`src/rtl/conv_mac_array.sv`:
```
// rtl/conv_mac_array.sv - broadcast-activation multiply-accumulate array with lane-serial drain
// Optional macro CONV_MAC_ARRAY_SATURATE_EN: saturate scaled outputs instead of wrapping.
module conv_mac_array #(
  parameter int IO_DATA_WIDTH      = 16,
  parameter int ACCUMULATION_WIDTH = 32,
  parameter int NB_LANES           = 4,
  parameter int ACC_LEN_WIDTH      = 16,
  parameter int OUTPUT_SCALE       = 0
) (
  input  logic                              clk,
  input  logic                              arst_n_in,
  input  logic                              start,
  input  logic [ACC_LEN_WIDTH-1:0]          acc_len,
  output logic                              running,
  input  logic [IO_DATA_WIDTH-1:0]          a_input,
  input  logic                              a_zero_flag,
  input  logic                              a_valid,
  output logic                              a_ready,
  input  logic [NB_LANES*IO_DATA_WIDTH-1:0] b_input,
  input  logic                              b_valid,
  output logic                              b_ready,
  output logic [IO_DATA_WIDTH-1:0]          out,
  output logic [$clog2(NB_LANES)-1:0]       out_lane,
  output logic                              out_last,
  output logic                              output_valid,
  input  logic                              output_ready
);

  localparam int W  = IO_DATA_WIDTH;
  localparam int AW = ACCUMULATION_WIDTH;
  localparam int LW = $clog2(NB_LANES);

  typedef enum logic [1:0] {IDLE, ACCUM, DRAIN} state_t;

  state_t                   state_q, state_d;
  logic [ACC_LEN_WIDTH-1:0] len_q, cnt_q;
  logic [LW-1:0]            lane_q;
  logic signed [AW-1:0]     acc_q [NB_LANES];
  logic signed [2*W-1:0]    prod [NB_LANES];
  logic signed [W-1:0]      a_eff;
  logic signed [AW-1:0]     shifted;
  logic [W-1:0]             out_val;
  logic                     job_start, beat, last_beat, last_lane, xfer;

  assign job_start = (state_q == IDLE) && start && (acc_len != '0);
  assign beat      = (state_q == ACCUM) && a_valid && b_valid;
  assign last_beat = (cnt_q == len_q - ACC_LEN_WIDTH'(1));
  assign last_lane = (lane_q == LW'(NB_LANES - 1));
  assign xfer      = (state_q == DRAIN) && output_ready;

  always_ff @(posedge clk or negedge arst_n_in) begin
    if (!arst_n_in) state_q <= IDLE;
    else            state_q <= state_d;
  end

  always_comb begin
    state_d      = state_q;
    running      = 1'b0;
    a_ready      = 1'b0;
    b_ready      = 1'b0;
    output_valid = 1'b0;
    case (state_q)
      IDLE: if (job_start) state_d = ACCUM;
      ACCUM: begin
        running = 1'b1;
        a_ready = 1'b1;
        b_ready = 1'b1;
        if (beat && last_beat) state_d = DRAIN;
      end
      DRAIN: begin
        running      = 1'b1;
        output_valid = 1'b1;
        if (xfer && last_lane) state_d = IDLE;
      end
      default: state_d = IDLE;
    endcase
  end

  // Products are formed at full 2*W precision, then sign-extended into the accumulator
  always_comb begin
    a_eff = a_zero_flag ? '0 : $signed(a_input);
    for (int i = 0; i < NB_LANES; i++) begin
      prod[i] = (2*W)'(a_eff) * (2*W)'($signed(b_input[i*W +: W]));
    end
  end

  always_ff @(posedge clk or negedge arst_n_in) begin
    if (!arst_n_in) begin
      len_q  <= '0;
      cnt_q  <= '0;
      lane_q <= '0;
      for (int i = 0; i < NB_LANES; i++) acc_q[i] <= '0;
    end else begin
      if (job_start) begin
        len_q  <= acc_len;
        cnt_q  <= '0;
        lane_q <= '0;
        for (int i = 0; i < NB_LANES; i++) acc_q[i] <= '0;
      end
      if (beat) begin
        cnt_q <= cnt_q + ACC_LEN_WIDTH'(1);
        for (int i = 0; i < NB_LANES; i++) acc_q[i] <= acc_q[i] + AW'(prod[i]);
      end
      if (xfer) lane_q <= last_lane ? '0 : lane_q + LW'(1);
    end
  end

  assign shifted = acc_q[lane_q] >>> OUTPUT_SCALE;

`ifdef CONV_MAC_ARRAY_SATURATE_EN
  localparam logic signed [AW-1:0] SAT_MAX = {{(AW-W+1){1'b0}}, {(W-1){1'b1}}};
  localparam logic signed [AW-1:0] SAT_MIN = {{(AW-W+1){1'b1}}, {(W-1){1'b0}}};
  always_comb begin
    out_val = W'(shifted);
    if (shifted > SAT_MAX)      out_val = W'(SAT_MAX);
    else if (shifted < SAT_MIN) out_val = W'(SAT_MIN);
  end
`else
  always_comb begin
    out_val = W'(shifted);
  end
`endif

  assign out      = (state_q == DRAIN) ? out_val : '0;
  assign out_lane = lane_q;
  assign out_last = (state_q == DRAIN) && last_lane;

endmodule

```
`config.mk`:
```
export PLATFORM = sky130hd
export DESIGN_NAME = conv_mac_array
export DESIGN_NICKNAME = d
export VERILOG_FILES = /design/src/rtl/conv_mac_array.sv
export SDC_FILE = /design/constraint.sdc
export NUM_CORES = 1
export LEC_CHECK = 0
export ABC_CLOCK_PERIOD_IN_PS = 6800
export CORE_UTILIZATION = 37
export CTS_BUF_LIST = sky130_fd_sc_hd__clkbuf_4
export CTS_CLUSTER_SIZE = 28
export DETAILED_ROUTE_END_ITERATION = 6
export DONT_BUFFER_PORTS = 1
export PLACE_DENSITY = 0.57
export SYNTH_ARGS = -nofsm -noshare
export SYNTH_HDL_FRONTEND = slang
export SYNTH_SLANG_ARGS = --single-unit
```
`constraint.sdc`:
```
create_clock -name clk -period 6.8 [get_ports clk]
set_input_delay 0.68 -clock clk [delete_from_list [all_inputs] [get_ports clk]]
set_output_delay 0.68 -clock clk [all_outputs]
set_load 0.05 [all_outputs]
```
==> flow_summary.ini <==
[run_status]
status = complete, no violations

[drt]
vias = 17600
avgRoutedWirePerCell_um = 18.6
remaining_drc_errors = 0
first_iter_violations = 933
wl_um = 66100
antenna_left = 0
firstDrtPassIters = 6
vias_per_cell = 4.95

[global_route]
antenna_found_initial = 4
grtUsageTotal = 0.207
grt_max_degree = 103
grt_pass1_vias = 19400
grt_pass1_wl_um = 107000
grt-ovfl-total = 0

[floorplan]
design.core.area_mm2 = 0.0645
die_w_um = 257
die_h_um = 257
ios = 126
rows = 93
die-area_mm2 = 0.0663
initial_utilization = 0.374

[timing]
setup_violations = 0
fin_setup_tns_ns = 0
fin_skew_ns = 0.0373
hold_ws_ns = 0.0370
worst_pin_slew_ns = 1.10
report.final.hold_viol_count = 0
drv_slew = 0
rsz0062_at_grt = no
period_needed_ns = 5.85
post-route-period-util = 0.860
fmax_mhz = 171
relSlewSlack = 0.264

[critical_path]
slowest_stage = nor2b_4
cpPeakStageDelay_ns = 0.84
worstPathRequired_ns = 7.16
worstPathArrival_ns = 6.21
path_class = in -> reg
cp_max_fo = 27
worstSetupEndpointType = register
critical_path.cell_chain = nor2b_4 -> and2_1 -> ha_1 -> inv_1 -> fa_1 -> inv_1 -> ha_1 -> ha_1 -> inv_1 -> fa_1 -> inv_1 -> ha_1 -> fa_1 -> a21o_1 -> a21o_1 -> a2111oi_0 -> nor2_1 -> or4_1 -> a41oi_1 -> xnor2_1 -> o22ai_1
startpoint_type = input pin
crit_family = adder cells
worst-path-buf-inv = 4

[clock_tree]
cts_setup_buffers = 0
post_cts_resized = 0
cts_tree = built
clk_pin_slew_ns = 0.21
clock_sinks = 100
cts_root_buffer = clkbuf_4
cts.path.max_buffers = 2
insertion_delay_ns = 0.53
cts_hold_buf = 1
numCtsBuffers = 9
h-tree-depth = 3

[hold_path]
hold_class = in -> async

[cells_and_area]
final_nets = 3442
multi_input_area_mm2 = 0.0186
finalNonFillerCells = 3560
syn_to_final_growth_pct = 4.91
fillers = 6466
regArea_mm2 = 0.00250
drive_gt1_frac = 0.0374
final_util = 0.393

[synthesis]
ys_ff_latch = 100
synth_top_cell_area_share = 0.309
synth_cell_types = 53
syn_area_mm2 = 0.0241
synthCells = 2774
synth.avg_cell_area_um2 = 8.70
yosysTopAreaCell = fa_1
async_reset_ff_frac = 1.00
synthTopCellsByArea = fa_1 31%, ha_1 14%, inv_1 11%
ys_warn_count = 0
syn-num-nets = 3519
synth_edf_count = 0
synth_flop_cell = dfrtp_1
seq_area_frac_synth = 0.104

[placement]
dpl.hpwl_um = 52700
finalWeightedCongestion = 0.880
place_inst = 3540
portBuffers = 0

[job]
max_cap_viol_count = 0

[pwr]
p_leak_nw = 13.0
vdd_ir_drop_max_mv = 0.128
total_power_w = 0.00726
power_density_mw_per_mm2 = 287
## flip-flops by register name, indices dropped and copies added, names as in the netlist
name      cells
len_q        16
cnt_q        16
state_q       2
acc_q        64
out_lane      2
## path summary, 6_finish.rpt
path / from / endpoint / slack (ns) / depth (start not counted)
worst max-delay path: a_input[0] / acc_q[47] / 0.95 / 21
worst min-delay path: arst_n_in / len_q[12] / 0.04 / 1
worst max register to register: acc_q[35] / acc_q[47] / 1.58 / 19
worst min register to register: cnt_q[15] / cnt_q[15] / 0.53 / 1
max in group asynchronous: arst_n_in / acc_q[74] / 6.29 / 1
min in group clk: acc_len[1] / len_q[1] / 0.26 / 2
## where the power goes
group	total (W)	switching (W)	internal, W
combinational	0.00587	0.00327	0.00260
clock	0.000347	0.000260	0.0000876
sequential	0.00104	0.000260	0.000784
## cell usage after synthesis, types with 7 or more instances
| library cell | n |
|---|---|
| mux4_2 | 16 |
| o22ai_1 | 32 |
| nand3_1 | 19 |
| clkbuf_1 | 109 |
| o21ai_0 | 67 |
| nor3_1 | 12 |
| nor2b_1 | 17 |
| and2_1 | 366 |
| and3_1 | 8 |
| xnor3_1 | 10 |
| a21oi_1 | 37 |
| a21o_1 | 22 |
| ha_1 | 270 |
| or3_1 | 7 |
| xnor2_1 | 129 |
| fa_1 | 372 |
| nand3b_1 | 14 |
| xor2_1 | 45 |
| nand2_1 | 295 |
| mux2_2 | 13 |
| nor2_1 | 20 |
| inv_1 | 713 |
| dfrtp_1 | 100 |
## final cells by class
| type | count | share of cell area |
|---|---|---|
| clock buffer | 9 | 0.00267 |
| clock inverter | 7 | 0.00296 |
| timing repair buffer | 30 | 0.0131 |
| multi-input combinational | 1843 | 0.734 |
| inverter | 713 | 0.106 |
| sequential | 100 | 0.0989 |
| tap | 855 | 0.0422 |
| antenna | 3 | 0.000296 |
## per-layer routing
layer  GRT usage  part of all wire  vias up
met3      0.0374             0.053      121
met4      0.0685             0.031        2
met5           0           0.00012        -
met1       0.254              0.42     9022
li1            -                 -     8110
met2       0.366              0.50      353
## stage by stage
step / instance area (um^2) / setup slack [ns]
finish: 25300 / 0.954
global route: 25300 / 0.627
CTS: 25300 / 0.987
detailed placement: 25100 / 0.436
global placement: 25100 / 0.479
floorplan: 24100 / 0.718
## cell usage in the layout, fill, tap and decap left out, types with 5 or more instances in the layout
cell	instances
a2111oi_0	5
a21o_1	22
a21oi_1	37
a31oi_1	5
and2_1	366
and3_1	8
buf_12	7
buf_4	22
clkbuf_4	9
dfrtp_1	99
fa_1	372
ha_1	270
inv_1	713
mux2_2	13
mux4_2	16
nand2_1	295
nand3_1	18
nand3b_1	14
nand4_1	5
nor2_1	19
nor2b_1	5
nor2b_2	6
nor2b_4	6
nor3_1	12
nor4_1	5
o21a_1	5
o21ai_0	67
o22ai_1	32
or3_1	7
xnor2_1	129
xnor3_1	10
xor2_1	45
## cells by family after synthesis
kind of cell,share of synthesized area
AOI/OAI and AO/OA,0.0504
xor gates and xnor gates,0.0725
DFF,0.104
and+or+nand+nor,0.173
adders and majority gates,0.448
muxes,0.0222
buffers and inverters,0.130
(Power assumes the default switching activity.)
